File: config.mk
export PLATFORM = sky130hd
export DESIGN_NAME = ram_rd_arb
export DESIGN_NICKNAME = d
export VERILOG_FILES = /design/src/rtl/ram_ctrl_pkg.sv /design/src/rtl/rr_arbiter.sv /design/src/rtl/ram_rd_arb.sv
export SDC_FILE = /design/constraint.sdc
export NUM_CORES = 1
export LEC_CHECK = 0
export BUFFER_PORTS_ARGS = -buffer_cell sky130_fd_sc_hd__buf_2
export CORE_AREA = 10 10 74 76
export CTS_BUF_LIST = sky130_fd_sc_hd__clkbuf_16
export CTS_CLUSTER_SIZE = 8
export DETAILED_ROUTE_END_ITERATION = 10
export DIE_AREA = 0 0 84 86
export PLACE_DENSITY_LB_ADDON = 0.25
export SETUP_SLACK_MARGIN = 0.5
export SYNTH_ARGS = -nofsm -noshare
export SYNTH_HDL_FRONTEND = slang
export SYNTH_SLANG_ARGS = --single-unit
File: constraint.sdc
create_clock -name clk -period 4 [get_ports clk]
set_input_delay 0.8 -clock clk [delete_from_list [all_inputs] [get_ports clk]]
set_output_delay 0.8 -clock clk [all_outputs]
set_load 0.01 [all_outputs]
File: src/rtl/ram_ctrl_pkg.sv
// Shared constants and helpers for the RAM controller blocks.
package ram_ctrl_pkg;

  // Read latency of the RAM for each read mode.
  localparam int unsigned RD_LAT_STD = 1;
  localparam int unsigned RD_LAT_REG = 2;

  // Upper bound on requesters; sizes the one-hot helper.
  localparam int unsigned MAX_REQ   = 8;
  localparam int unsigned MAX_IDX_W = 3;

  // Ceiling log2, never less than 1 so a 2-entry index still has a bit.
  function automatic int unsigned clog2(input int unsigned n);
    int unsigned w;
    w = 1;
    for (int unsigned i = 1; i < 32; i++) begin
      if ((32'd1 << i) < n) w = i + 1;
    end
    return w;
  endfunction

  // One-hot decode of an index, MAX_REQ wide; callers slice to their width.
  function automatic logic [MAX_REQ-1:0] onehot(input logic [MAX_IDX_W-1:0] idx);
    logic [MAX_REQ-1:0] v;
    v      = '0;
    v[idx] = 1'b1;
    return v;
  endfunction

endpackage

File: src/rtl/rr_arbiter.sv
// Combinational round-robin arbiter: search starts one past the last grant.
module rr_arbiter
  import ram_ctrl_pkg::*;
#(
  parameter  int unsigned N  = 4,
  localparam int unsigned IW = clog2(N)
) (
  input  logic [N-1:0]  req,
  input  logic          en,
  input  logic [IW-1:0] last,
  output logic [N-1:0]  gnt,
  output logic [IW-1:0] gnt_idx
);

  logic          found;
  logic [IW-1:0] cand;

  // First requester found walking from last+1 (mod N) wins.
  always_comb begin
    gnt     = '0;
    gnt_idx = '0;
    found   = 1'b0;
    cand    = '0;
    if (en) begin
      for (int unsigned off = 1; off <= N; off++) begin
        cand = IW'((32'(last) + off) % N);
        if (!found && req[cand]) begin
          found     = 1'b1;
          gnt[cand] = 1'b1;
          gnt_idx   = cand;
        end
      end
    end
  end

endmodule

File: src/rtl/ram_rd_arb.sv
// Round-robin sharing of the RAM read port among NUM_REQ requesters.
// Owner of each in-flight read rides a tag shift register to the response.
module ram_rd_arb
  import ram_ctrl_pkg::*;
#(
  parameter int unsigned NUM_REQ    = 4,
  parameter int unsigned ADDR_WIDTH = 8,
  parameter int unsigned DATA_WIDTH = 8,
  parameter int unsigned RD_LAT     = RD_LAT_STD
) (
  input  logic                          clk,
  input  logic                          rst,
  input  logic                          arb_en,
  input  logic [NUM_REQ-1:0]            req,
  input  logic [NUM_REQ*ADDR_WIDTH-1:0] req_addr,
  output logic [NUM_REQ-1:0]            req_rdy,
  output logic [NUM_REQ-1:0]            rsp_vld,
  output logic [DATA_WIDTH-1:0]         rsp_data,
  output logic                          ram_enb,
  output logic [ADDR_WIDTH-1:0]         ram_addrb,
  input  logic [DATA_WIDTH-1:0]         ram_doutb
);

  localparam int unsigned IW = clog2(NUM_REQ);

  logic [NUM_REQ-1:0]     gnt;
  logic [IW-1:0]          gnt_idx;
  logic                   grant;
  logic                   arb_en_eff;
  logic [ADDR_WIDTH-1:0]  issue_addr;
  logic [MAX_REQ-1:0]     out_oh;

  logic [IW-1:0]          last_q, last_d;
  logic                   enb_q, enb_d;
  logic [ADDR_WIDTH-1:0]  addrb_q, addrb_d;
  logic [RD_LAT:0]        tag_vld_q, tag_vld_d;
  logic [RD_LAT:0][IW-1:0] tag_idx_q, tag_idx_d;
  logic [NUM_REQ-1:0]     rsp_vld_q, rsp_vld_d;
  logic [DATA_WIDTH-1:0]  rsp_data_q, rsp_data_d;

  // No grants while reset is asserted, so req_rdy reads 0 during reset.
  assign arb_en_eff = arb_en & ~rst;

  rr_arbiter #(.N(NUM_REQ)) u_arb (
    .req     (req),
    .en      (arb_en_eff),
    .last    (last_q),
    .gnt     (gnt),
    .gnt_idx (gnt_idx)
  );

  assign grant = |gnt;

  // Address of the granted requester (AND-OR mux over one-hot grant).
  always_comb begin
    issue_addr = '0;
    for (int unsigned i = 0; i < NUM_REQ; i++) begin
      if (gnt[i]) issue_addr = issue_addr | req_addr[i*ADDR_WIDTH +: ADDR_WIDTH];
    end
  end

  // Next state: pointer, issue registers, tag shift and response stage.
  always_comb begin
    last_d     = last_q;
    enb_d      = grant;
    addrb_d    = addrb_q;
    rsp_vld_d  = '0;
    rsp_data_d = rsp_data_q;
    if (grant) begin
      last_d  = gnt_idx;
      addrb_d = issue_addr;
    end
    // Entry k describes the read whose RAM data is due k cycles after issue.
    tag_vld_d = {tag_vld_q[RD_LAT-1:0], grant};
    tag_idx_d = {tag_idx_q[RD_LAT-1:0], gnt_idx};
    out_oh    = onehot(MAX_IDX_W'(tag_idx_q[RD_LAT]));
    if (tag_vld_q[RD_LAT]) begin
      rsp_vld_d  = out_oh[NUM_REQ-1:0];
      rsp_data_d = ram_doutb;
    end
  end

  // State registers with synchronous reset; reset drops all in-flight tags.
  always_ff @(posedge clk) begin
    if (rst) begin
      last_q     <= IW'(NUM_REQ - 1);
      enb_q      <= 1'b0;
      addrb_q    <= '0;
      tag_vld_q  <= '0;
      tag_idx_q  <= '0;
      rsp_vld_q  <= '0;
      rsp_data_q <= '0;
    end else begin
      last_q     <= last_d;
      enb_q      <= enb_d;
      addrb_q    <= addrb_d;
      tag_vld_q  <= tag_vld_d;
      tag_idx_q  <= tag_idx_d;
      rsp_vld_q  <= rsp_vld_d;
      rsp_data_q <= rsp_data_d;
    end
  end

  assign req_rdy   = gnt;
  assign rsp_vld   = rsp_vld_q;
  assign rsp_data  = rsp_data_q;
  assign ram_enb   = enb_q;
  assign ram_addrb = addrb_q;

endmodule
==> results.cfg <==
[synth]
synth_top_family_by_area = compound AO/OA/AOI/OAI gates
async_reset_ff_share_pct = 0
synthCells = 211
synthAdderAreaFrac_pct = 5.185
synth.net_count = 266
yosysWarnings = 0
synth_cell_types = 46
synth-edff-count = 0
synth-xor-area-share_pct = 0
synthMuxAreaShare_pct = 11.80
ys_dominant_reg_cell = dfxtp_1
yosysSeqAreaShare_pct = 29.03
synth-simple-area-share_pct = 15.36
ys_seq_elements = 28
synth_compound_area_share_pct = 28.52
syn_area_um2 = 1931
avgSynthCellArea_um2 = 9.150

[cells_and_area]
layout-drive-gt1-share_pct = 38.73
nFillCells = 336
final_common_cell = buf_2
nNetsFinal = 340
area_growth_pct = 28.32
antenna_cells = 0
final_cell_mix = buf_2, dfxtp_1, buf_4, nand2_1, o211ai_1

[timing]
fin_skew_ps = 1.855
fin_tns_setup_ps = 0
period_needed_ps = 3334
max_slew_margin_pct = 58.76
finalSetupViolCount = 0
drv_slew = 0
hold_viol = 0
grt_setup_unrepaired = no
tightest_slew_ps = 601.4
post-route-period-util_pct = 83.35
timing.fmax_mhz = 299.9
postLayoutSetupSlackWorst_ps = 666.1

[die]
die_area_um2 = 7224
ioPinCount = 72
initial_core_util_pct = 48.61
die_w_um = 84
die_y_um = 86
rows = 23
coreArea_um2 = 3971

[min_path]
hp-class = reg -> reg
hold_depth = 1
min_from = tag_idx_d[3]

[place]
dp_hpwl_mm = 3.855
io_buffers = 71
place_ws_ps = 588.8
gp_congestion = 0.8763

[worst_setup_path]
crit_fanout = 13
arrival_ps = 2530
critPathRequiredTime_ps = 3200
max_stage_delay_ps = 380
crit_top_cell = buf_2
startpoint = req[2]
path_cells = buf_2 -> or3b_1 -> a2111oi_1 -> buf_4 -> o211ai_2 -> o21ai_4 -> buf_2
cp_slowest_cell = a2111oi_1
worstSetupEndpointType = output port
worst_setup_path_start_kind = input port
worstReg2RegStart = last_q[0]
reg2reg_depth = 9
path_class = in -> out

[grt]
grt.total_usage_pct = 13.26
antenna_found_initial = 0
grt_pass1_vias = 1926
grt-ovfl-total = 0
grt_pass1_wl_mm = 8.418
grt_max_degree = 26

[detailed_routing]
dr.first_iter.drc_count = 163
drc = 0
antenna_left = 0
viasPerCell = 5.626
avgRoutedWirePerCell_um = 15.68
dr.pass1.iters = 7
vias = 1879
wl_mm = 5.238

[clock_tree]
root_buffer = clkbuf_16
cts_tree = done
clk_latency_ps = 260
htree_levels = 1
cts.path.max_buffers = 2
numCtsBuffers = 3
clkTransAtPathRegs_ps = 70
cts.sinks = 28
cts_hold_buf = 0

[job]
maxCapViolations = 0

[power_and_ir_drop]
peakVddDrop_uv = 274.1
p_leak_nw = 1.097
power_density_nw_per_um2 = 620.7
power_mw = 1.538

[outcome]
outcome = complete, no violations
what timing repair did:
action                     CTS  global route
resized for setup            2             8
cloned                       0             0
setup endpoints to repair    1             3
hold endpoints to repair     0             0
setup buffers                0             3
metal layers:
metal,routed length (um),vias up,GRT usage (%)
met5,0,-,0
met4,61,0,2.588
met3,404,8,5.487
met2,2450,61,22.79
met1,2321,855,15.13
li1,-,955,-
cell type report:
cell class	count	area [um2]	share of cell area, %
sequential	28	560.5	22.63
clock inverter	1	30.03	1.212
clock buffer	3	75.07	3.030
inverter	13	48.80	1.970
tap	50	62.56	2.525
multi-input combinational	151	1217	49.14
timing repair buffer	88	483.0	19.49
worst paths after layout:
path	end	slack [ps]
setup / recovery	req_rdy[3]	670
setup reg to reg	last_q[0]	900
hold reg to reg	tag_idx_q[3]	440
hold / removal	tag_idx_q[3]	440
cell families after synthesis:
family | Yosys count
flops | 28
mux | 19
simple gates | 55
compound gates | 69
fa+ha+maj | 8
buf+inv | 32
power by group:
part	internal [mW]	total, mW	switching (mW)
clock	0.199	0.297	0.0976
sequential	0.338	0.370	0.0319
combinational	0.397	0.871	0.474
total	0.935	1.54	0.603
cell usage after synthesis (3+ instances only):
master | number | share of area, %
dfxtp_1 | 28 | 29
nand2_1 | 14 | 2.7
mux2i_1 | 13 | 6.7
o211ai_1 | 12 | 4.7
inv_1 | 11 | 2.1
nor2_1 | 11 | 2.1
o41ai_1 | 10 | 4.5
a31oi_1 | 9 | 2.9
o21ai_0 | 9 | 2.3
a222oi_1 | 8 | 4.1
ha_1 | 8 | 5.2
buf_4 | 6 | 2.3
and3_1 | 5 | 1.6
buf_6 | 5 | 2.9
nor2b_1 | 5 | 1.6
buf_2 | 4 | 1.0
a21oi_1 | 3 | 0.78
clkbuf_1 | 3 | 0.58
mux2_2 | 3 | 1.7
nand2b_1 | 3 | 0.97
nand3_1 | 3 | 0.78
nor3b_1 | 3 | 1.2
o22ai_1 | 3 | 0.97
state kept, by name (all words and copies together), names as in the netlist:
| register | flops |
|---|---|
| rsp_vld | 4 |
| tag_vld_q | 2 |
| tag_idx_d | 2 |
| rsp_data | 8 |
| ram_addrb | 8 |
| tag_idx_q | 2 |
| last_q | 2 |
through the flow:
step	cells	utilization (%)	cell area, um2	hold slack, ps
global route	334	62.38	2477	455.2
global placement	327	58.10	2307	415.1
floorplan	211	-	1931	413.8
CTS	331	60.87	2417	440.6
finish	334	62.38	2477	439.6
detailed placement	327	58.10	2307	425.6
critical path: cells and delay by family:
kind	cells	cell delay (ps)
buf+inv	3	580
compound gates	3	780
simple gates	1	370
Note: power is estimated with default switching activity, not from simulation.
